--- src/rtl/powerup_manager.sv ---
// powerup_manager
// Powerup engine for the Pacman game fabric. Tracks NUM_POWERUPS collectible
// powerups against NUM_PLAYERS player positions, detects pickups by box
// overlap, grants a timed effect flag to the collecting player and exposes a
// small memory-mapped register window to the processor.
//
// Ports:
//   clock      - single clock, all state on the rising edge
//   reset      - asynchronous, active-high
//   player_x/y - flattened player coordinates, player p at [p*COORD_W +: COORD_W]
//   addr       - processor dmem address (17 bits)
//   wren/wdata - processor write strobe and data
//   rdata      - registered read data (one cycle latency)
//   rd_hit     - registered, high when rdata belongs to a dedicated address
//   powerup_x/y- flattened powerup coordinates, all-ones while hidden
//   effect     - bit p*NUM_POWERUPS+u set while player p holds powerup u
//
// Register window (offsets from BASE_ADDR):
//   p          read : effect bits of player p
//   16+2u      read : powerup u x, write: home x of powerup u (re-places it)
//   16+2u+1    read : powerup u y, write: home y of powerup u (re-places it)
//
// Build option: define POWERUP_RESPAWN_EN to have an expired powerup wait
// RESPAWN_TICKS cycles in COOLDOWN and then reappear at home. Without it an
// expired powerup stays consumed (hidden) until the processor re-places it.

module powerup_manager #(
  parameter int NUM_PLAYERS     = 2,
  parameter int NUM_POWERUPS    = 2,
  parameter int COORD_W         = 32,
  parameter int SIZE            = 32,
  parameter int TICKS_PER_STAGE = 100000000,
  parameter int NUM_STAGES      = 7,
  parameter int RESPAWN_TICKS   = 500000000,
  parameter int HOME_BASE       = 300,
  parameter int HOME_STEP       = 100,
  parameter int BASE_ADDR       = 4300
) (
  input  logic                              clock,
  input  logic                              reset,
  input  logic [NUM_PLAYERS*COORD_W-1:0]    player_x,
  input  logic [NUM_PLAYERS*COORD_W-1:0]    player_y,
  input  logic [16:0]                       addr,
  input  logic                              wren,
  input  logic [31:0]                       wdata,
  output logic [31:0]                       rdata,
  output logic                              rd_hit,
  output logic [NUM_POWERUPS*COORD_W-1:0]   powerup_x,
  output logic [NUM_POWERUPS*COORD_W-1:0]   powerup_y,
  output logic [NUM_PLAYERS*NUM_POWERUPS-1:0] effect
);

  localparam int PIDX_W = (NUM_PLAYERS > 1) ? $clog2(NUM_PLAYERS) : 1;
  localparam int CW1    = COORD_W + 1;
  localparam logic [16:0]  BASE     = 17'(BASE_ADDR);
  localparam logic [CW1-1:0] SIZE_EXT = CW1'(SIZE);

  // CONSUMED is the hidden, collision-inhibited condition an expired powerup
  // sits in when respawn is not built in.
  typedef enum logic [1:0] {
    VISIBLE,
    HELD,
    COOLDOWN,
    CONSUMED
  } state_t;

  state_t              state      [NUM_POWERUPS];
  state_t              next_state [NUM_POWERUPS];
  logic [31:0]         tick       [NUM_POWERUPS];
  logic [31:0]         next_tick  [NUM_POWERUPS];
  logic [31:0]         stage      [NUM_POWERUPS];
  logic [31:0]         next_stage [NUM_POWERUPS];
  logic [PIDX_W-1:0]   owner      [NUM_POWERUPS];
  logic [PIDX_W-1:0]   next_owner [NUM_POWERUPS];
  logic [COORD_W-1:0]  home_x     [NUM_POWERUPS];
  logic [COORD_W-1:0]  home_y     [NUM_POWERUPS];
  logic [COORD_W-1:0]  next_home_x[NUM_POWERUPS];
  logic [COORD_W-1:0]  next_home_y[NUM_POWERUPS];

  logic                hit_any    [NUM_POWERUPS];
  logic [PIDX_W-1:0]   hit_owner  [NUM_POWERUPS];

  logic                in_range;
  logic [16:0]         offset;
  logic [31:0]         next_rdata;
  logic                next_rd_hit;

  assign in_range = (addr >= BASE);
  assign offset   = addr - BASE;

  // One axis of the box test, widened by a bit so a + SIZE never wraps.
  function automatic logic overlap(input logic [COORD_W-1:0] a,
                                   input logic [COORD_W-1:0] b);
    logic [CW1-1:0] ae;
    logic [CW1-1:0] be;
    ae = {1'b0, a};
    be = {1'b0, b};
    return (ae + SIZE_EXT >= be) && (ae <= be + SIZE_EXT);
  endfunction

  // Pickup detection. Players are scanned from the highest index down so the
  // lowest colliding index is the one left in hit_owner.
  always_comb begin
    for (int u = 0; u < NUM_POWERUPS; u++) begin
      hit_any[u]   = 1'b0;
      hit_owner[u] = '0;
      for (int p = NUM_PLAYERS - 1; p >= 0; p--) begin
        if (overlap(player_x[p*COORD_W +: COORD_W], home_x[u]) &&
            overlap(player_y[p*COORD_W +: COORD_W], home_y[u])) begin
          hit_any[u]   = 1'b1;
          hit_owner[u] = PIDX_W'(p);
        end
      end
    end
  end

  // Per-powerup next state. A processor write to either home register takes
  // priority over everything else and drops the powerup back to VISIBLE.
  always_comb begin
    for (int u = 0; u < NUM_POWERUPS; u++) begin
      next_state[u]  = state[u];
      next_tick[u]   = tick[u];
      next_stage[u]  = stage[u];
      next_owner[u]  = owner[u];
      next_home_x[u] = home_x[u];
      next_home_y[u] = home_y[u];

      if (wren && in_range &&
          (offset == 17'(16 + 2*u) || offset == 17'(17 + 2*u))) begin
        if (offset == 17'(16 + 2*u)) begin
          next_home_x[u] = COORD_W'(wdata);
        end else begin
          next_home_y[u] = COORD_W'(wdata);
        end
        next_state[u] = VISIBLE;
        next_tick[u]  = '0;
        next_stage[u] = '0;
      end else begin
        case (state[u])
          VISIBLE: begin
            if (hit_any[u]) begin
              next_state[u] = HELD;
              next_owner[u] = hit_owner[u];
              next_tick[u]  = '0;
              next_stage[u] = '0;
            end
          end
          HELD: begin
            if (tick[u] == 32'(TICKS_PER_STAGE - 1)) begin
              next_tick[u] = '0;
              if (stage[u] == 32'(NUM_STAGES - 1)) begin
                next_stage[u] = '0;
`ifdef POWERUP_RESPAWN_EN
                next_state[u] = COOLDOWN;
`else
                next_state[u] = CONSUMED;
`endif
              end else begin
                next_stage[u] = stage[u] + 32'd1;
              end
            end else begin
              next_tick[u] = tick[u] + 32'd1;
            end
          end
          COOLDOWN: begin
            // Only entered when respawn is built in; reuses the tick counter.
            if (tick[u] == 32'(RESPAWN_TICKS - 1)) begin
              next_tick[u]  = '0;
              next_state[u] = VISIBLE;
            end else begin
              next_tick[u] = tick[u] + 32'd1;
            end
          end
          default: begin
            next_state[u] = CONSUMED;
          end
        endcase
      end
    end
  end

  // State register. Reset restores the parameter homes, discarding any
  // homes the processor wrote.
  always_ff @(posedge clock or posedge reset) begin
    if (reset) begin
      for (int u = 0; u < NUM_POWERUPS; u++) begin
        state[u]  <= VISIBLE;
        tick[u]   <= '0;
        stage[u]  <= '0;
        owner[u]  <= '0;
        home_x[u] <= COORD_W'(HOME_BASE + u*HOME_STEP);
        home_y[u] <= COORD_W'(HOME_BASE + u*HOME_STEP);
      end
    end else begin
      for (int u = 0; u < NUM_POWERUPS; u++) begin
        state[u]  <= next_state[u];
        tick[u]   <= next_tick[u];
        stage[u]  <= next_stage[u];
        owner[u]  <= next_owner[u];
        home_x[u] <= next_home_x[u];
        home_y[u] <= next_home_y[u];
      end
    end
  end

  // A visible powerup always sits at its home, so the coordinates are the
  // home registers masked to all-ones whenever it is not visible.
  always_comb begin
    powerup_x = '0;
    powerup_y = '0;
    effect    = '0;
    for (int u = 0; u < NUM_POWERUPS; u++) begin
      powerup_x[u*COORD_W +: COORD_W] = (state[u] == VISIBLE) ? home_x[u] : '1;
      powerup_y[u*COORD_W +: COORD_W] = (state[u] == VISIBLE) ? home_y[u] : '1;
      for (int p = 0; p < NUM_PLAYERS; p++) begin
        effect[p*NUM_POWERUPS + u] = (state[u] == HELD) &&
                                     (owner[u] == PIDX_W'(p));
      end
    end
  end

  // Read decode. Only plain reads (wren low) produce a hit.
  always_comb begin
    next_rdata  = '0;
    next_rd_hit = 1'b0;
    if (!wren && in_range) begin
      for (int p = 0; p < NUM_PLAYERS; p++) begin
        if (offset == 17'(p)) begin
          next_rd_hit = 1'b1;
          next_rdata  = 32'(effect[p*NUM_POWERUPS +: NUM_POWERUPS]);
        end
      end
      for (int u = 0; u < NUM_POWERUPS; u++) begin
        if (offset == 17'(16 + 2*u)) begin
          next_rd_hit = 1'b1;
          next_rdata  = 32'(powerup_x[u*COORD_W +: COORD_W]);
        end
        if (offset == 17'(17 + 2*u)) begin
          next_rd_hit = 1'b1;
          next_rdata  = 32'(powerup_y[u*COORD_W +: COORD_W]);
        end
      end
    end
  end

  // Registered read port, one cycle behind the address.
  always_ff @(posedge clock or posedge reset) begin
    if (reset) begin
      rdata  <= '0;
      rd_hit <= 1'b0;
    end else begin
      rdata  <= next_rdata;
      rd_hit <= next_rd_hit;
    end
  end

endmodule

--- config.mk ---
export PLATFORM = sky130hd
export DESIGN_NAME = powerup_manager
export DESIGN_NICKNAME = d
export VERILOG_FILES = /design/src/rtl/powerup_manager.sv
export SDC_FILE = /design/constraint.sdc
export NUM_CORES = 2
export LEC_CHECK = 0
export ABC_AREA = 1
export BUFFER_PORTS_ARGS = -buffer_cell sky130_fd_sc_hd__buf_2
export CORE_ASPECT_RATIO = 1.75
export CORE_MARGIN = 10
export CORE_UTILIZATION = 50
export CTS_BUF_LIST = sky130_fd_sc_hd__clkbuf_4
export DETAILED_ROUTE_END_ITERATION = 8
export PLACE_DENSITY = 0.66
export SLEW_MARGIN = 20
export SYNTH_ARGS = -nofsm -noshare
export SYNTH_HDL_FRONTEND = slang
export SYNTH_SLANG_ARGS = --single-unit
--- constraint.sdc ---
create_clock -name clock -period 25.1 [get_ports clock]
set_clock_uncertainty 0.1 [all_clocks]
set_input_delay 3.765 -clock clock [delete_from_list [all_inputs] [get_ports clock]]
set_output_delay 3.765 -clock clock [all_outputs]
set_load 0.05 [all_outputs]
==> results.sh <==
export IMPL_outcome="completed"
export IMPL_endpoint_kind="flip-flop"
export IMPL_synth_area_leaders="dfrtp_1 (20%), ha_1 (16%), nand2_1 (16%)"
export IMPL_area_delta_synth_final_pct=10.4
export IMPL_gp_congestion=1.15
export IMPL_finalCritPeriodShare_pct=36.8
export IMPL_ant_nets=0
export IMPL_fmax_mhz=108
export IMPL_vias_per_cell=6.13
export IMPL_grt_ovfl_total=0
export IMPL_worstSetupPathType="in2reg"
export IMPL_hold_viol=0
export IMPL_path_max_fanout=60
export IMPL_cp_top_family="simple AND/OR/NAND/NOR gates"
export IMPL_syn_inst=5372
export IMPL_utilization_pct=55.7
export IMPL_relSlewSlack_pct=27.3
export IMPL_io_buffer_count=344
export IMPL_yosys_top_cells_count="nand2_1 (1440), inv_1 (697), nor2_1 (472)"
export IMPL_clk_latency_ns=0.97
export IMPL_arrival_ns=10.01
export IMPL_totalNegativeSetupSlack_ns=0
export IMPL_slew_viol_final=0
export IMPL_swShare_pct=59.3
export IMPL_combPwrFrac_pct=58.3
export IMPL_fin_crit_ns=9.24
export IMPL_setup_viol=0
export IMPL_drt_iter0_drc=4515
export IMPL_clock_sinks=295
export IMPL_synth_top_area_share_pct=20.3
export IMPL_drc_errors=0
export IMPL_cts_tree="built"
export IMPL_rows=127
export IMPL_cts_setup_buffers=0
export IMPL_clockPowerShare_pct=20.2
export IMPL_ys_warn_count=0
export IMPL_postCtsHoldBufs=0
export IMPL_internal_power_uw=941
export IMPL_synth_edf_count=0
export IMPL_ios=345
export IMPL_hold_path_startpoint="stage[31]$_DFFE_PP0P_"
export IMPL_rr_endpoint="tick[29]$_DFFE_PP0P_"
export IMPL_htreeDepth=3
export IMPL_synth_nets=5998
export IMPL_vdd_drop_max_v=0.0000945
export IMPL_final_nets=6330
export IMPL_p_leak_uw=0.0178
export IMPL_ctsResizeCount=0
export IMPL_drt_total_wl_um=178000
export IMPL_die_h_um=368
export IMPL_yosysUniqueCellTypes=61
export IMPL_track_usage_pct=42.9
export IMPL_grt_pass1_vias=40000
export IMPL_seq_power_share_pct=21.5
export IMPL_grt_pass1_wl_um=255000
export IMPL_synth_most_common_cell="nand2_1"
export IMPL_reg2reg_slack_ns=17.39
export IMPL_first_pass_iters=6
export IMPL_synth_main_ff_cell="dfrtp_1"
export IMPL_slowest_delay_ns=0.98
export IMPL_startpoint_type="input pin"
export IMPL_crit_required_ns=25.87
export IMPL_min_path_type="reg2reg"
export IMPL_clk_path_buf_depth=3
export IMPL_p_sw_uw=1370
export IMPL_core_um2=68600
export IMPL_synth_seq_cells=295
export IMPL_crit_buf_inv=2
export IMPL_whs_endpoint="stage[31]$_DFFE_PP0P_"
export IMPL_regArea_um2=7400
export IMPL_die_area_um2=80600
export IMPL_grt_start_max_net_pins=105
export IMPL_cp_slowest_cell="nand2_2"
export IMPL_r2r_cells=19
export IMPL_synth_area_leader_cell="dfrtp_1"
export IMPL_async_flop_share_pct=100
export IMPL_drv_cap=0
export IMPL_clockRootBuffer="clkbuf_4"
export IMPL_hold_depth=2
export IMPL_timing_rr_start="home_x[5]$_DFFE_PP0P_"
export IMPL_ys_seq_area_share_pct=21.4
export IMPL_start_util_pct=50.4
export IMPL_rsz0062_at_grt="false"
export IMPL_clk_pin_slew_ns=0.07
export IMPL_post_drt_wl_per_cell_um=26.7
export IMPL_tightest_slew_ns=1.09
export IMPL_fp_dieW_um=219
export IMPL_postSynthAreaPerCell_um2=6.44
export IMPL_place_hpwl_um=146000
export IMPL_antenna_found_initial=24
export IMPL_final_fill_count=7103
export IMPL_p_per_area_nw_per_um2=60.5
export IMPL_syn_area_um2=34600
export IMPL_dpl_cell_area_um2=37200
export IMPL_multi_input_area_um2=24100
export IMPL_drive_above_1_share_pct=10.6
export IMPL_stdcell_area_um2=38200
export IMPL_cts_buffers_inserted=78
export IMPL_dr_total_vias=40900
==> per-layer routing <==
metal,routed length [um],share of wire (%),GRT usage [%]
met5,80,0.045,0
met4,21400,12,43.2
met3,14900,8.4,8.87
met2,81900,46,70.1
met1,59700,34,44.0
==> power by group through the flow <==
stage | Clock, uW | Combinational [uW] | Sequential (uW)
2_1_floorplan | 0 | 917 | 503
3_3_place_gp | 0 | 1300 | 506
3_5_place_dp | 0 | 1310 | 507
4_1_cts | 469 | 1310 | 498
5_1_grt | 493 | 1400 | 499
6_report | 467 | 1350 | 498
==> worst min-delay path, cell delays in order, from the launching register on <==
cell,delay [ns]
dfrtp_1,0.35
nand2_1,0.06
nand2_1,0.05
==> final cells by class <==
class,count,share of cell area (%)
repair buffers,364,4.90
clock inverters,31,0.609
diodes,15,0.0982
flip-flops and latches,295,19.4
multi-input cells,4257,63.1
inverters,708,6.99
clock buffers,101,1.98
well taps,903,2.96
==> per-stage QoR <==
step | instances | setup slack, ns | total power, uW | hold WS, ns
finish | 6674 | 15.86 | 2310 | 0.382
global route | 6668 | 15.51 | 2390 | 0.406
CTS | 6658 | 16.03 | 2280 | 0.381
detailed placement | 6526 | 15.05 | 1810 | 0.366
global placement | 6526 | 15.09 | 1810 | 0.356
floorplan | 5372 | 13.11 | 1420 | 0.342
==> how the worst max path moves through the flow <==
stage	from	end	slack [ns]	depth (start not counted)
2_1_floorplan	reset	home_x[0]$_DFFE_PP0P_	13.11	1
3_3_place_gp	player_x[5]	tick[20]$_DFFE_PP0P_	15.09	29
3_5_place_dp	player_x[5]	tick[0]$_DFFE_PP0P_	15.05	29
4_1_cts	player_x[5]	tick[13]$_DFFE_PP0P_	16.03	29
5_1_grt	player_x[6]	tick[20]$_DFFE_PP0P_	15.51	29
6_report	player_x[6]	tick[29]$_DFFE_PP0P_	15.86	27
==> kinds of logic (layout without fill, tap and decap cells) <==
logic type	count (synthesis)	after routing	synth area share, %
other	0	15	0
AND/OR/NAND/NOR	2869	2869	36.7
flip-flops	295	295	21.4
adder cells (fa/ha/maj)	446	446	16.1
AO/OA/AOI/OAI	767	767	12.1
XOR/XNOR	175	175	4.43
buffers and inverters	820	1204	9.21
==> cells in the final DEF, fill, tap and decap left out, types with 210 or more instances in the layout <==
cell type	instances
nand2_1	1438
inv_1	696
nor2_1	471
ha_1	444
nand3_1	361
buf_2	344
a21oi_1	293
dfrtp_1	281
o21ai_0	231
nand4_1	210
==> flip-flops by register name, summed over array words and instances, names as in the netlist <==
signal  flops
home_x     64
home_y     64
stage      64
tick       64
rdata      32
state       4
owner       2
rd_hit      1
Note: power is estimated with default switching activity, not from simulation.
